`src/rtl/ahb_sram_slave.sv`:
```
// AHB-Lite slave in front of a single-port synchronous SRAM with registered read data.
// Writes complete with zero wait states; reads stall for 1+WAIT_STATES cycles.
module ahb_sram_slave #(
    parameter int unsigned MEM_BYTES   = 2**26,
    parameter int unsigned WAIT_STATES = 0
) (
    input  logic        HCLK,
    input  logic        HRESET,
    input  logic        HSEL,
    input  logic [31:0] HADDR,
    input  logic [1:0]  HTRANS,
    input  logic        HWRITE,
    input  logic [2:0]  HSIZE,
    input  logic [31:0] HWDATA,
    input  logic        HREADY,
    output logic        HREADYOUT,
    output logic        HRESP,
    output logic [31:0] HRDATA,
    output logic        sram_cen,
    output logic        sram_wen,
    output logic [3:0]  sram_ben,
    output logic [31:0] sram_addr,
    output logic [31:0] sram_din,
    input  logic [31:0] sram_dout
);

    typedef enum logic [2:0] {
        S_IDLE      = 3'd0,
        S_WRITE     = 3'd1,
        S_READ      = 3'd2,
        S_READ_LAST = 3'd3,
        S_ERR1      = 3'd4,
        S_ERR2      = 3'd5
    } state_t;

    localparam logic [3:0] WAIT_LAST = 4'(WAIT_STATES);

    state_t      state_q, state_d, out_state;
    logic [31:0] addr_q, addr_d;
    logic        write_q, write_d;
    logic [2:0]  size_q, size_d;
    logic [3:0]  wait_cnt_q, wait_cnt_d;
    logic        accept;
    logic        addr_err;
    logic [3:0]  wr_ben;
    logic        unused_htrans0;

    // HTRANS[0] only separates NONSEQ from SEQ, which this slave treats alike.
    assign unused_htrans0 = HTRANS[0];

    assign accept = HSEL & HTRANS[1] & HREADY & HREADYOUT;

    always_comb begin
        addr_err = (HADDR >= MEM_BYTES);
        case (HSIZE)
            3'd0:    ;
            3'd1:    if (HADDR[0]) addr_err = 1'b1;
            3'd2:    if (HADDR[1:0] != 2'b00) addr_err = 1'b1;
            default: addr_err = 1'b1;
        endcase
    end

    always_comb begin
        wr_ben = 4'b0000;
        case (size_q)
            3'd0:    wr_ben = ~(4'b0001 << addr_q[1:0]);
            3'd1:    wr_ben = addr_q[1] ? 4'b0011 : 4'b1100;
            default: wr_ben = 4'b0000;
        endcase
    end

    always_comb begin
        state_d    = state_q;
        addr_d     = addr_q;
        write_d    = write_q;
        size_d     = size_q;
        wait_cnt_d = wait_cnt_q;
        case (state_q)
            S_READ: begin
                if (wait_cnt_q == WAIT_LAST) begin
                    state_d    = S_READ_LAST;
                    wait_cnt_d = 4'd0;
                end else begin
                    wait_cnt_d = wait_cnt_q + 4'd1;
                end
            end
            S_ERR1:  state_d = S_ERR2;
            default: state_d = S_IDLE;
        endcase
        // Only states that drive HREADYOUT high can reach here with accept set.
        if (accept) begin
            addr_d     = HADDR;
            write_d    = HWRITE;
            size_d     = HSIZE;
            wait_cnt_d = 4'd0;
            if (addr_err)    state_d = S_ERR1;
            else if (HWRITE) state_d = S_WRITE;
            else             state_d = S_READ;
        end
    end

    always_ff @(posedge HCLK) begin
        if (HRESET) begin
            state_q    <= S_IDLE;
            addr_q     <= 32'h0;
            write_q    <= 1'b0;
            size_q     <= 3'd0;
            wait_cnt_q <= 4'd0;
        end else begin
            state_q    <= state_d;
            addr_q     <= addr_d;
            write_q    <= write_d;
            size_q     <= size_d;
            wait_cnt_q <= wait_cnt_d;
        end
    end

    // Reset masks the SRAM strobes in the reset cycle so an abandoned access never reaches the array.
    assign out_state = HRESET ? S_IDLE : state_q;

    always_comb begin
        HREADYOUT = 1'b1;
        HRESP     = 1'b0;
        HRDATA    = 32'h0;
        sram_cen  = 1'b1;
        sram_wen  = 1'b1;
        sram_ben  = 4'b1111;
        sram_addr = 32'h0;
        sram_din  = 32'h0;
        case (out_state)
            S_WRITE: begin
                sram_cen  = 1'b0;
                sram_wen  = ~write_q;
                sram_ben  = wr_ben;
                sram_addr = {addr_q[31:2], 2'b00};
                sram_din  = HWDATA;
            end
            S_READ: begin
                HREADYOUT = 1'b0;
                sram_cen  = 1'b0;
                sram_wen  = ~write_q;
                sram_ben  = 4'b0000;
                sram_addr = {addr_q[31:2], 2'b00};
            end
            S_READ_LAST: HRDATA = sram_dout;
            S_ERR1: begin
                HREADYOUT = 1'b0;
                HRESP     = 1'b1;
            end
            S_ERR2:  HRESP = 1'b1;
            default: ;
        endcase
    end

endmodule
```
`config.mk`:
```
export PLATFORM = sky130hd
export DESIGN_NAME = ahb_sram_slave
export DESIGN_NICKNAME = d
export VERILOG_FILES = /design/src/rtl/ahb_sram_slave.sv
export SDC_FILE = /design/constraint.sdc
export NUM_CORES = 1
export LEC_CHECK = 0
export ABC_AREA = 1
export CAP_MARGIN = 20
export CORE_MARGIN = 1.5
export CORE_UTILIZATION = 30
export CTS_CLUSTER_DIAMETER = 80
export DETAILED_ROUTE_END_ITERATION = 7
export GPL_TIMING_DRIVEN = 0
export PLACE_DENSITY = 0.87
export SKIP_CTS_REPAIR_TIMING = 1
export SYNTH_ARGS = -nofsm -noshare
export SYNTH_HDL_FRONTEND = slang
export SYNTH_SLANG_ARGS = --single-unit
```
`constraint.sdc`:
```
create_clock -name HCLK -period 1.35 [get_ports HCLK]
set_input_delay 0.27 -clock HCLK [delete_from_list [all_inputs] [get_ports HCLK]]
set_output_delay 0.27 -clock HCLK [all_outputs]
set_load 0.005 [all_outputs]
```
After elaboration in Yosys (flattened, before gate mapping) --
Index checks and enable logic that the tools add are counted.
Word-level totals: register bits after elaboration 43, output and inout bits 104, logic and storage cells 52, input bits 106
Operators by class: reductions and logical operators 8, bitwise operators 5, multiplexer cells 20, order comparisons 1, add/subtract/negate cells 1, eq/ne operators 11, shift-type cells 1
Operator list (count):
- two-way mux 32 bit | 3
- >= comparator 32 x 27 -> 1 bit (second input constant) | 1
- case mux 4 bit (2 select lines) | 2
- == test 3 x 2 -> 1 bit (second input constant) | 4
- two-way mux 3 bit | 4
- == test 3 x 1 -> 1 bit (second input constant) | 3
- == test 3 bit (second input constant) | 3
- two-way mux 4 bit | 2
- OR reduction 2 bit | 4
- zero test 3 bit | 2
- two-way mux 1 bit | 6
- case mux 3 bit (2 select lines) | 1
- adder 4 x 1 -> 4 bit (second input constant) | 1
- zero test 4 bit | 1
- inverter 4 bit | 1
- << shifter 1 x 2 -> 4 bit (first input constant) | 1
- AND 1 bit | 3
- != test 3 bit (second input constant) | 1
- case mux 1 bit (3 select lines) | 1
- two-way mux 2 bit | 1
- nonzero test 2 bit | 1
- inverter 1 bit | 1

Longest topological paths before layout --
Gate-level depths: netlist (run 1).
depth after elaboration 6, mapped depth 10, mapped depth without buffers 9

Least setup slack after synthesis (run 1) --
Ideal clock, no wire load.
kind reg2out, start point register state_q[1], end point output sram_addr[22], data arrival time 1.173 ns, path buffers 1, cell stages (with the launch flop) 8, slack -0.093 ns, cell sequence dfxtp_1 nand2_2 nor2_4 inv_2 o21ai_4 inv_2 buf_6 nor2_1
On the way: cells in the longest elaborated chain, start to end 4, elaborated cells between the ends (all ways) 5
RTL lines:
- start, declared | RTL line 38 | state_t state_q, state_d, out_state;
- start signal, assigned | RTL line 110 | state_q <= state_d;
- two-way mux 3 bit * | RTL line 119 | assign out_state = HRESET ? S_IDLE : state_q;
- == test 3 x 1 -> 1 bit or == test 3 x 2 -> 1 bit (tied branches) | RTL line 130 | case (out_state)
- OR reduction 2 bit (no line) *
- two-way mux 32 bit * | RTL line 130
- end, declared | RTL line 22 | output logic [31:0] sram_addr,
Mark *: on every way between the ends. The rest lies on a longest branch, timed or not.

Final worst setup path (run 1) --
start point register state_q[0], end point output sram_addr[11]
Same word-level chain as after synthesis.

==> summary.txt, run 1 <==
Global routing
  • Overflow after GRT: 0
  • Initial antenna violation count: 0
  • Total GRT Usage: 19.0%
  • Largest net degree at the start of global routing: 14
  • Number of global-route vias before repair: 3,077
  • Global-route wire length before repair: 13.7 mm

Timing
  • Tmin final: 1970 ps
  • Final worst slack: -619 ps
  • Setup violations, final: 138
  • Worst hold slack: 404 ps
  • FMAX: 508 MHz
  • Final Hold Vio Count: 0
  • Pins Over Slew Limit: 0
  • Tcrit/Tclk final: 146%
  • Unrepaired setup endpoints after global routing: true
  • Worst Skew: 7.13 ps

Placed design
  • Post-place setup slack: -1310 ps
  • Port buffer count: 206
  • Post-DP HPWL: 7.70 mm
  • Final RePlAce weighted congestion: 0.846
  • Dpl cells: 766

Route
  • Wire per inst: 12.8 um
  • Vias per cell: 4.37
  • Final WL: 10.3 mm
  • DRC viols: 0
  • Met2 WL: 5.63 mm
  • Vias: 3,517
  • Initial DRC Count: 80
  • Pre-Repair DR Iteration Count: 4
  • Final ANT Viol Nets: 0
  • Wire length on met3: 681 um
  • Max Used Layer: met4
  • Routed length on met1: 3.82 mm

Yosys
  • Ys flop type: dfxtp_1
  • Syn_area_per_cell: 5.76 sq um
  • Syn Inst Count: 454
  • Register bit total from synthesis: 43
  • Yosys cell types: 28
  • Synthesized area: 2610 sq um
  • Seq/Total Area, Yosys: 32.9%
  • Number of enable flip-flop cells after synthesis: 0
  • Fraction of registers with async set or reset after synthesis: 0%
  • Synthesis warning total: 0

Power and ir drop
  • Seq pwr share: 46.6%
  • Int Power: 2.12 mW
  • Pwr dens: 558 nW/um^2
  • Clock share of power: 27.3%
  • Net Sw Frac: 27.4%
  • Pleak: 2.62 nW
  • Switching power: 0.801 mW
  • Comb pwr share: 26.1%
  • Worst IR Drop VDD: 377 uV

Final layout
  • Area Growth Syn to Fin: 100%
  • Net count, final: 806
  • Register area: 870 sq um
  • Multi-input logic area: 1540 sq um
  • Layout cells sized above 1: 33.8%
  • Fillers: 719
  • Final Non-Filler Cells: 804
  • Antenna fix cells: 0
  • Core Util, Final: 62.8%

Worst setup path
  • CP Max Fanout: 10
  • Crit end category: primary output
  • Critical path class: flop to primary output
  • Worst setup SP type: flop
  • Signal arrival time at the worst endpoint: 1700 ps
  • Worst EP required: 1080 ps

Clock network
  • CTS tree: yes
  • CTS sink count: 43
  • H-tree depth: 2
  • Clk slew on worst S/H paths: 70 ps
  • Clock buffer depth: 2
  • Num CTS Buffers: 5
  • Insertion delay to the later sink of the worst-skew pair: 300 ps
  • CTS root buffer: clkbuf_8

Run status
  • Status: finished, violations left
  • Failing checks: setup timing

Die
  • I/O pin count: 210
  • Die width: 96.3 um
  • Rows: 33
  • Core Area: 8340 sq um
  • Die H: 96.3 um
  • Initial Util: 31.3%
  • Die footprint: 9280 sq um

Flow run
  • Number of max-cap violations: 0

Hold path
  • Tightest Hold Check Type: input pin to flop
## final timing paths
kind	start	endpoint	slack, ps	cells after the start
min reg2reg	write_q	write_q	490	2
max reg2reg	state_q[1]	addr_q[20]	-160	7
min	HRESET	state_q[2]	400	2
max	state_q[0]	sram_addr[11]	-620	10
## per-layer routing
metal / GRT usage, % / up-vias
met5: 0 / -
met4: 5.56 / 0
met3: 5.53 / 24
met2: 34.0 / 111
met1: 21.7 / 1596
li1: - / 1786
## registers in the layout, indices dropped and copies added, names as in the netlist
signal	count
addr_q	32
wait_cnt_q	4
size_q	3
write_q	1
state_q	3
## power groups by stage
stage	clock [mW]	combinational, mW	sequential (mW)
after floorplan	0	0.269	1.38
after global placement	0	0.664	1.39
after detailed placement	0	0.682	1.39
after CTS	0.810	0.686	1.36
after global routing	0.877	0.837	1.37
final	0.800	0.763	1.36
## Yosys cell counts (2+ instances only)
cell      instances  share of area [%]
buf_4             4                1.1
nor3_1            2               0.38
dfxtp_1          43                 33
ha_1              2               0.96
inv_2             2               0.29
nand3_2           2               0.77
buf_6             4                1.7
inv_1           109                 16
nand2_2           2               0.48
a21oi_1           5               0.96
nand4_1           2               0.48
nand2_1          22                3.2
nand3_1           4               0.77
buf_2             4               0.77
clkbuf_1         10                1.4
xor2_1            2               0.67
o21ai_0          39                7.5
nor2_1          186                 27
## worst max-delay path, stage by stage, from the launching register on
cell	delay, ps
dfxtp_2	330
inv_2	80
nand2_2	70
nor2_4	160
inv_4	70
o21ai_4	150
buf_6	130
inv_4	50
buf_12	140
nor2_2	80
buf_2	120
## final cells by class
class	instances	area share, %
timing repair buffer	236	37.7
multi-input combinational	278	29.4
sequential	43	16.6
inverter	112	8.17
buffer	22	4.06
tap	105	2.51
clock buffer	6	1.39
clock inverter	2	0.239
## logic make-up (layout without fill, tap and decap cells)
family	count (synthesis)	after routing	synth area share (%)
and+or+nand+nor	225	225	34.5
buffers and inverters	134	378	21.3
AOI/OAI and AO/OA	47	47	9.53
DFF	43	43	32.9
adders and majority gates	2	2	0.957
xor gates and xnor gates	2	2	0.670
other	1	2	0.143
## cell usage in the layout, fill, tap and decap left out, types with 2 or more instances in the layout
cell             instances
a21oi_1                  5
buf_12                   6
buf_2                   73
buf_4                   15
buf_6                   23
buf_8                    2
clkbuf_1                 4
clkbuf_2                22
clkbuf_8                 5
clkdlybuf4s50_1        104
conb_1                   2
dfxtp_1                 40
dfxtp_4                  2
dlymetal6s2s_1           9
ha_1                     2
inv_1                  107
inv_2                    2
inv_4                    3
nand2_1                 22
nand2_2                  2
nand3_1                  3
nand3_4                  2
nand4_1                  2
nor2_1                 117
nor2_2                  41
nor2_4                  29
nor3_1                   2
o21ai_0                 37
o21ai_1                  2
xor2_1                   2
## stage by stage
step           power, mW  instance area (sq um)  setup TNS [ps]
3_5_place_dp        2.08                   4840         -142390
2_1_floorplan       1.65                   2650           -1200
6_report            2.92                   5240          -50180
3_3_place_gp        2.05                   4840         -136320
4_1_cts             2.86                   4930         -129820
5_1_grt             3.08                   5240          -61130
No activity file was read; power rests on OpenSTA's default activity.
==> inputs of run 2 (changes only) <==
--- a/config.mk
+++ b/config.mk
@@ -8,11 +8,11 @@
 export ABC_AREA = 1
 export CAP_MARGIN = 20
 export CORE_MARGIN = 1.5
-export CORE_UTILIZATION = 30
+export CORE_UTILIZATION = 36
 export CTS_CLUSTER_DIAMETER = 80
 export DETAILED_ROUTE_END_ITERATION = 7
 export GPL_TIMING_DRIVEN = 0
-export PLACE_DENSITY = 0.87
+export PLACE_DENSITY = 0.95
 export SKIP_CTS_REPAIR_TIMING = 1
 export SYNTH_ARGS = -nofsm -noshare
 export SYNTH_HDL_FRONTEND = slang
==> constraint.sdc (replaced) <==
create_clock -name HCLK -period 2.3 [get_ports HCLK]
set_input_delay 0.46 -clock HCLK [delete_from_list [all_inputs] [get_ports HCLK]]
set_output_delay 0.46 -clock HCLK [all_outputs]
set_load 0.005 [all_outputs]
==> summary.txt, run 2 (synthesis results as in run 1) <==
Run status
  • Status: finished, violations left (unchanged)
  • Failing checks: setup timing (unchanged)

Timing
  • Tcrit/Tclk final: 104%
  • FMAX: 418 MHz
  • Pins Over Slew Limit: 0 (unchanged)
  • Final Hold Vio Count: 0 (unchanged)
  • Worst hold slack: 464 ps (was 404 ps)
  • Tmin final: 2390 ps
  • Unrepaired setup endpoints after global routing: true (unchanged)
  • Final worst slack: -93.7 ps (was -619 ps)
  • Setup TNS: -787 ps (was -50,180 ps)
  • Setup violations, final: 10 (was 138)
  • Worst Skew: 2.98 ps (was 7.13 ps)

Die
  • Core Area: 6910 sq um (was 8340 sq um)
  • Die width: 88.2 um (was 96.3 um)
  • Initial Util: 37.8% (was 31.3%)
  • Rows: 30 (was 33)
  • I/O pin count: 210 (unchanged)
  • Die H: 88.2 um (was 96.3 um)
  • Die footprint: 7780 sq um (was 9280 sq um)

Route
  • Vias: 3,510 (was 3,517)
  • Final ANT Viol Nets: 0 (unchanged)
  • Initial DRC Count: 128 (was 80)
  • Wire per inst: 12.8 um (about the same)
  • DRC viols: 0 (unchanged)
  • Pre-Repair DR Iteration Count: 4 (unchanged)
  • Vias per cell: 4.50 (was 4.37)
  • Final WL: 9.99 mm (was 10.3 mm)

Worst setup path
  • Signal arrival time at the worst endpoint: 1930 ps (was 1700 ps)
  • Worst setup path start: state_q[0] (unchanged)
  • Reg-to-Reg End: addr_q[6] (was addr_q[20])
  • Worst setup SP type: flop (unchanged)
  • Worst EP required: 1840 ps (was 1080 ps)
  • Worst r2r src: state_q[1] (unchanged)
  • Crit end category: primary output (unchanged)
  • Critical path class: flop to primary output (unchanged)
  • Reg2reg setup slack: 750 ps (was -160 ps)
  • Register-to-Register Path Depth: 7 (unchanged)
  • CP Max Fanout: 10 (unchanged)

Global routing
  • Global-route wire length before repair: 14.1 mm (was 13.7 mm)
  • Initial antenna violation count: 0 (unchanged)
  • Largest net degree at the start of global routing: 14 (unchanged)
  • Number of global-route vias before repair: 3,280 (was 3,077)
  • Overflow after GRT: 0 (unchanged)
  • Total GRT Usage: 23.0% (was 19.0%)

Final layout
  • Net count, final: 791 (was 806)
  • Layout cells sized above 1: 10.4% (was 33.8%)
  • Max reg flops: 32 (unchanged)
  • Commonest cells after routing, fill and taps aside: nor2_1, clkdlybuf4s50_1, inv_1, dlymetal6s2s_1, dfxtp_1 (was nor2_1, inv_1, clkdlybuf4s50_1, buf_2, nor2_2)
  • Antenna fix cells: 0 (unchanged)
  • Largest reg by FF count: addr_q (unchanged)
  • Commonest non-fill, non-tap cell in the layout: nor2_1 (unchanged)
  • Area Growth Syn to Fin: 97.3% (was 100%)
  • Largest registers: addr_q x32, wait_cnt_q x4 (unchanged)
  • Core Util, Final: 74.7% (was 62.8%)

Hold path
  • Hold_sp: HRESET (unchanged)
  • Hold worst-path end: state_q[2] (unchanged)
  • Tightest Hold Check Type: input pin to flop (unchanged)
  • Number of cells on the worst hold path: 2 (unchanged)

Placed design
  • Port buffer count: 206 (unchanged)
  • Final RePlAce weighted congestion: 0.809 (was 0.846)
  • Post-DP HPWL: 7.56 mm (was 7.70 mm)

Power and ir drop
  • Switching power: 0.439 mW (was 0.801 mW)
  • Comb pwr share: 24.9% (was 26.1%)
  • Clock share of power: 27.4% (was 27.3%)
  • Pleak: 3.17 nW (was 2.62 nW)
  • Worst IR Drop VDD: 244 uV (was 377 uV)
  • Int Power: 1.24 mW (was 2.12 mW)
  • Seq pwr share: 47.8% (was 46.6%)
  • Pwr dens: 325 nW/um^2 (was 558 nW/um^2)
  • Net Sw Frac: 26.2% (was 27.4%)

Clock network
  • Num CTS Buffers: 5 (unchanged)
  • Clock buffer depth: 2 (unchanged)
  • Clk slew on worst S/H paths: 80 ps (was 70 ps)
  • H-tree depth: 2 (unchanged)
  • CTS tree: yes (unchanged)
  • CTS sink count: 43 (unchanged)
  • CTS root buffer: clkbuf_8 (unchanged)
  • Insertion delay to the later sink of the worst-skew pair: 290 ps (was 300 ps)

Flow run
  • Number of max-cap violations: 0 (unchanged)
## run 2: cell count changes in the layout (fill, tap and decap cells not counted), moves of 27 or more
cell             previous run  this run
nor2_2                     41         1
buf_2                      73        13
clkdlybuf4s50_1           104       139
dlymetal6s2s_1              9        56
nor2_1                    117       184
nor2_4                     29         2
## run 2: how the worst max path moves through the flow
| stage | to | cells after the start |
|---|---|---|
| detailed placement | sram_addr[30] | 8 |
| CTS | sram_addr[30] | 8 |
| global placement | sram_addr[28] | 8 |
| finish | sram_addr[3] | 11 |
| floorplan | sram_addr[22] | 6 |
| global route | sram_addr[3] | 11 |
## run 2: final cells by class
type | count | area [sq um]
timing repair buffer | 221 | 2270
fill | 510 | 1750
multi-input combinational | 278 | 1230
sequential | 43 | 863
inverter | 112 | 425
buffer | 22 | 161
tap | 96 | 120
clock buffer | 5 | 68.8
clock inverter | 3 | 15.0
## run 2: power groups by stage
| stage | Combinational [mW] | Sequential, mW | Clock [mW] |
|---|---|---|---|
| CTS | 0.401 | 0.801 | 0.473 |
| detailed placement | 0.398 | 0.818 | 0 |
| finish | 0.418 | 0.801 | 0.459 |
| floorplan | 0.154 | 0.812 | 0 |
| global placement | 0.386 | 0.815 | 0 |
| global route | 0.460 | 0.806 | 0.509 |
## run 2: per-stage QoR
step	instance area, sq um	setup WS, ps	instances	power [mW]
3_3_place_gp	4800	-702	757	1.20
3_5_place_dp	4800	-753	757	1.22
5_1_grt	5160	-176	780	1.78
4_1_cts	4880	-735	765	1.67
6_report	5160	-93.7	780	1.68
2_1_floorplan	2620	641	455	0.967
## run 2: per-layer routing
layer	routed length, um	part of all wire (%)	up-vias	track usage (%)
met5	0	0	-	0
met2	5260	53	159	44.8
met4	153	1.5	0	7.24
met3	938	9.4	16	5.50
li1	-	-	1757	-
met1	3640	36	1578	24.2
## run 2: worst max-delay path: stages (launching register included)
cell and delay [ps]:
dfxtp_2 340, inv_2 80, nand2_2 80, nor2_4 170, inv_4 60, o21ai_4 200, inv_2 80, buf_4 140
buf_4 130, buf_6 130, nor2_1 100, clkbuf_2 120
==> inputs of run 3 (changes only) <==
--- a/config.mk
+++ b/config.mk
@@ -12,8 +12,9 @@
 export CTS_CLUSTER_DIAMETER = 80
 export DETAILED_ROUTE_END_ITERATION = 7
 export GPL_TIMING_DRIVEN = 0
-export PLACE_DENSITY = 0.95
+export PLACE_DENSITY = 0.88
 export SKIP_CTS_REPAIR_TIMING = 1
 export SYNTH_ARGS = -nofsm -noshare
 export SYNTH_HDL_FRONTEND = slang
 export SYNTH_SLANG_ARGS = --single-unit
+export TNS_END_PERCENT = 5
==> summary.txt, run 3 (synthesis results as in run 1) <==
Run status
  • Status: finished, violations left (unchanged)
  • Failing checks: setup timing (unchanged)

Final layout
  • Antenna fix cells: 0 (unchanged)
  • Area Growth Syn to Fin: 93.9% (was 97.3%)
  • Register area: 867 sq um (was 863 sq um)
  • Commonest non-fill, non-tap cell in the layout: nor2_1 (unchanged)
  • Layout cells sized above 1: 5.79% (was 10.4%)
  • Largest registers: addr_q x32, wait_cnt_q x4 (unchanged)
  • Net count, final: 780 (was 791)
  • Largest reg by FF count: addr_q (unchanged)
  • Core Util, Final: 73.4% (was 74.7%)
  • Multi-input logic area: 1210 sq um (was 1230 sq um)
  • Max reg flops: 32 (unchanged)
  • Commonest cells after routing, fill and taps aside: nor2_1, clkdlybuf4s50_1, inv_1, dfxtp_1, o21ai_0 (was nor2_1, clkdlybuf4s50_1, inv_1, dlymetal6s2s_1, dfxtp_1)
  • Fillers: 580 (was 510)

Clock network
  • Clk slew on worst S/H paths: 70 ps (was 80 ps)
  • Insertion delay to the later sink of the worst-skew pair: 290 ps (about the same)
  • Num CTS Buffers: 5 (unchanged)
  • CTS root buffer: clkbuf_8 (unchanged)
  • CTS tree: yes (unchanged)
  • Clock buffer depth: 2 (unchanged)
  • CTS sink count: 43 (unchanged)
  • H-tree depth: 2 (unchanged)

Placed design
  • Port buffer count: 206 (unchanged)
  • Post-DP HPWL: 7.32 mm (was 7.56 mm)
  • Final RePlAce weighted congestion: 0.866 (was 0.809)

Global routing
  • Global-route wire length before repair: 13.3 mm (was 14.1 mm)
  • Initial antenna violation count: 0 (unchanged)
  • Gr busiest metal: met2 (unchanged)
  • Largest net degree at the start of global routing: 14 (unchanged)
  • Overflow after GRT: 0 (unchanged)
  • Met3 Usage GRT: 5.13% (was 5.50%)
  • Number of global-route vias before repair: 3,076 (was 3,280)
  • Grt met2 use: 39.6% (was 44.8%)
  • Total GRT Usage: 21.5% (was 23.0%)
  • Routing usage on met1: 24.6% (was 24.2%)

Timing
  • Tcrit/Tclk final: 108% (was 104%)
  • Pins Over Slew Limit: 0 (unchanged)
  • Final worst slack: -178 ps (was -93.7 ps)
  • Worst hold slack: 486 ps (was 464 ps)
  • Unrepaired setup endpoints after global routing: true (unchanged)
  • FMAX: 404 MHz (was 418 MHz)
  • Setup violations, final: 63 (was 10)
  • Worst Skew: 4.45 ps (was 2.98 ps)
  • Tmin final: 2480 ps (was 2390 ps)
  • Final Hold Vio Count: 0 (unchanged)

Die
  • Die footprint: 7780 sq um (unchanged)
  • I/O pin count: 210 (unchanged)
  • Die H: 88.2 um (unchanged)
  • Die width: 88.2 um (unchanged)
  • Core Area: 6910 sq um (unchanged)
  • Initial Util: 37.8% (unchanged)
  • Rows: 30 (unchanged)

Worst setup path
  • Reg2reg setup slack: 770 ps (was 750 ps)
  • Signal arrival time at the worst endpoint: 2020 ps (was 1930 ps)
  • Crit end category: primary output (unchanged)
  • Critical path class: input pin to primary output (was flop to primary output)
  • Worst setup path start: HRESET (was state_q[0])
  • Worst r2r src: state_q[2] (was state_q[1])
  • Worst EP required: 1840 ps (about the same)
  • CP Max Fanout: 10 (unchanged)
  • Worst setup SP type: input pin (was flop)

Hold path
  • Hold_sp: addr_q[12] (was HRESET)
  • Tightest Hold Check Type: flop to flop (was input pin to flop)

Flow run
  • Number of max-cap violations: 0 (unchanged)

Route
  • Wire per inst: 11.9 um (was 12.8 um)
  • Vias: 3,364 (was 3,510)
  • Final WL: 9.12 mm (was 9.99 mm)
  • Pre-Repair DR Iteration Count: 4 (unchanged)
  • DRC viols: 0 (unchanged)
  • Vias per cell: 4.37 (was 4.50)
  • Initial DRC Count: 129 (was 128)
  • Final ANT Viol Nets: 0 (unchanged)

Power and ir drop
  • Int Power: 1.46 mW (was 1.24 mW)
  • Net Sw Frac: 22.8% (was 26.2%)
  • Switching power: 0.431 mW (was 0.439 mW)
  • Pleak: 2.73 nW (was 3.17 nW)
  • Seq pwr share: 42.4% (was 47.8%)
  • Clock share of power: 36.3% (was 27.4%)
  • Pwr dens: 373 nW/um^2 (was 325 nW/um^2)
  • Worst IR Drop VDD: 277 uV (was 244 uV)
  • Comb pwr share: 21.3% (was 24.9%)
==> run 3: layer usage <==
layer  share of wire [%]  vias to the layer above
met5                   0                        -
li1                    -                     1734
met3                 7.5                       17
met4                 1.8                        0
met1                  38                     1479
met2                  52                      134
==> run 3: final timing paths <==
check        cells past startpoint          end
max                              6  sram_din[9]
min                              2   addr_q[12]
max reg2reg                      8   addr_q[10]
min reg2reg                      2   addr_q[12]
==> run 3: final cells by class <==
cell class                 count  share of cell area, %
timing repair buffer         210                   43.0
inverter                     112                   8.35
sequential                    43                   17.1
multi-input combinational    278                   23.9
clock inverter                 2                   1.19
clock buffer                   6                   1.43
buffer                        22                   2.62
tap                           96                   2.37
==> run 3: critical path, cell delays in order <==
cell	delay (ps)
dlymetal6s2s_1	220
nor2_2	190
nand3_4	160
clkbuf_1	250
nor2_1	170
clkdlybuf4s50_1	560
==> run 3: power by group through the flow <==
stage / Combinational, mW / Clock [mW] / Sequential [mW]
detailed placement: 0.395 / 0 / 0.818
global placement: 0.385 / 0 / 0.815
CTS: 0.399 / 0.695 / 0.801
global route: 0.445 / 0.731 / 0.805
floorplan: 0.154 / 0 / 0.812
finish: 0.403 / 0.685 / 0.801
==> run 3: per-stage QoR <==
step / cell area, sq um / cells / TNS [ps] / setup WS (ps) / total power [mW]
final: 5070 / 769 / -6220 / -178 / 1.89
after floorplan: 2620 / 455 / 0 / 641 / 0.967
after global placement: 4800 / 757 / -55000 / -711 / 1.20
after detailed placement: 4800 / 757 / -55120 / -716 / 1.21
after CTS: 4930 / 765 / -55480 / -721 / 1.89
after global routing: 5070 / 769 / -14330 / -299 / 1.98
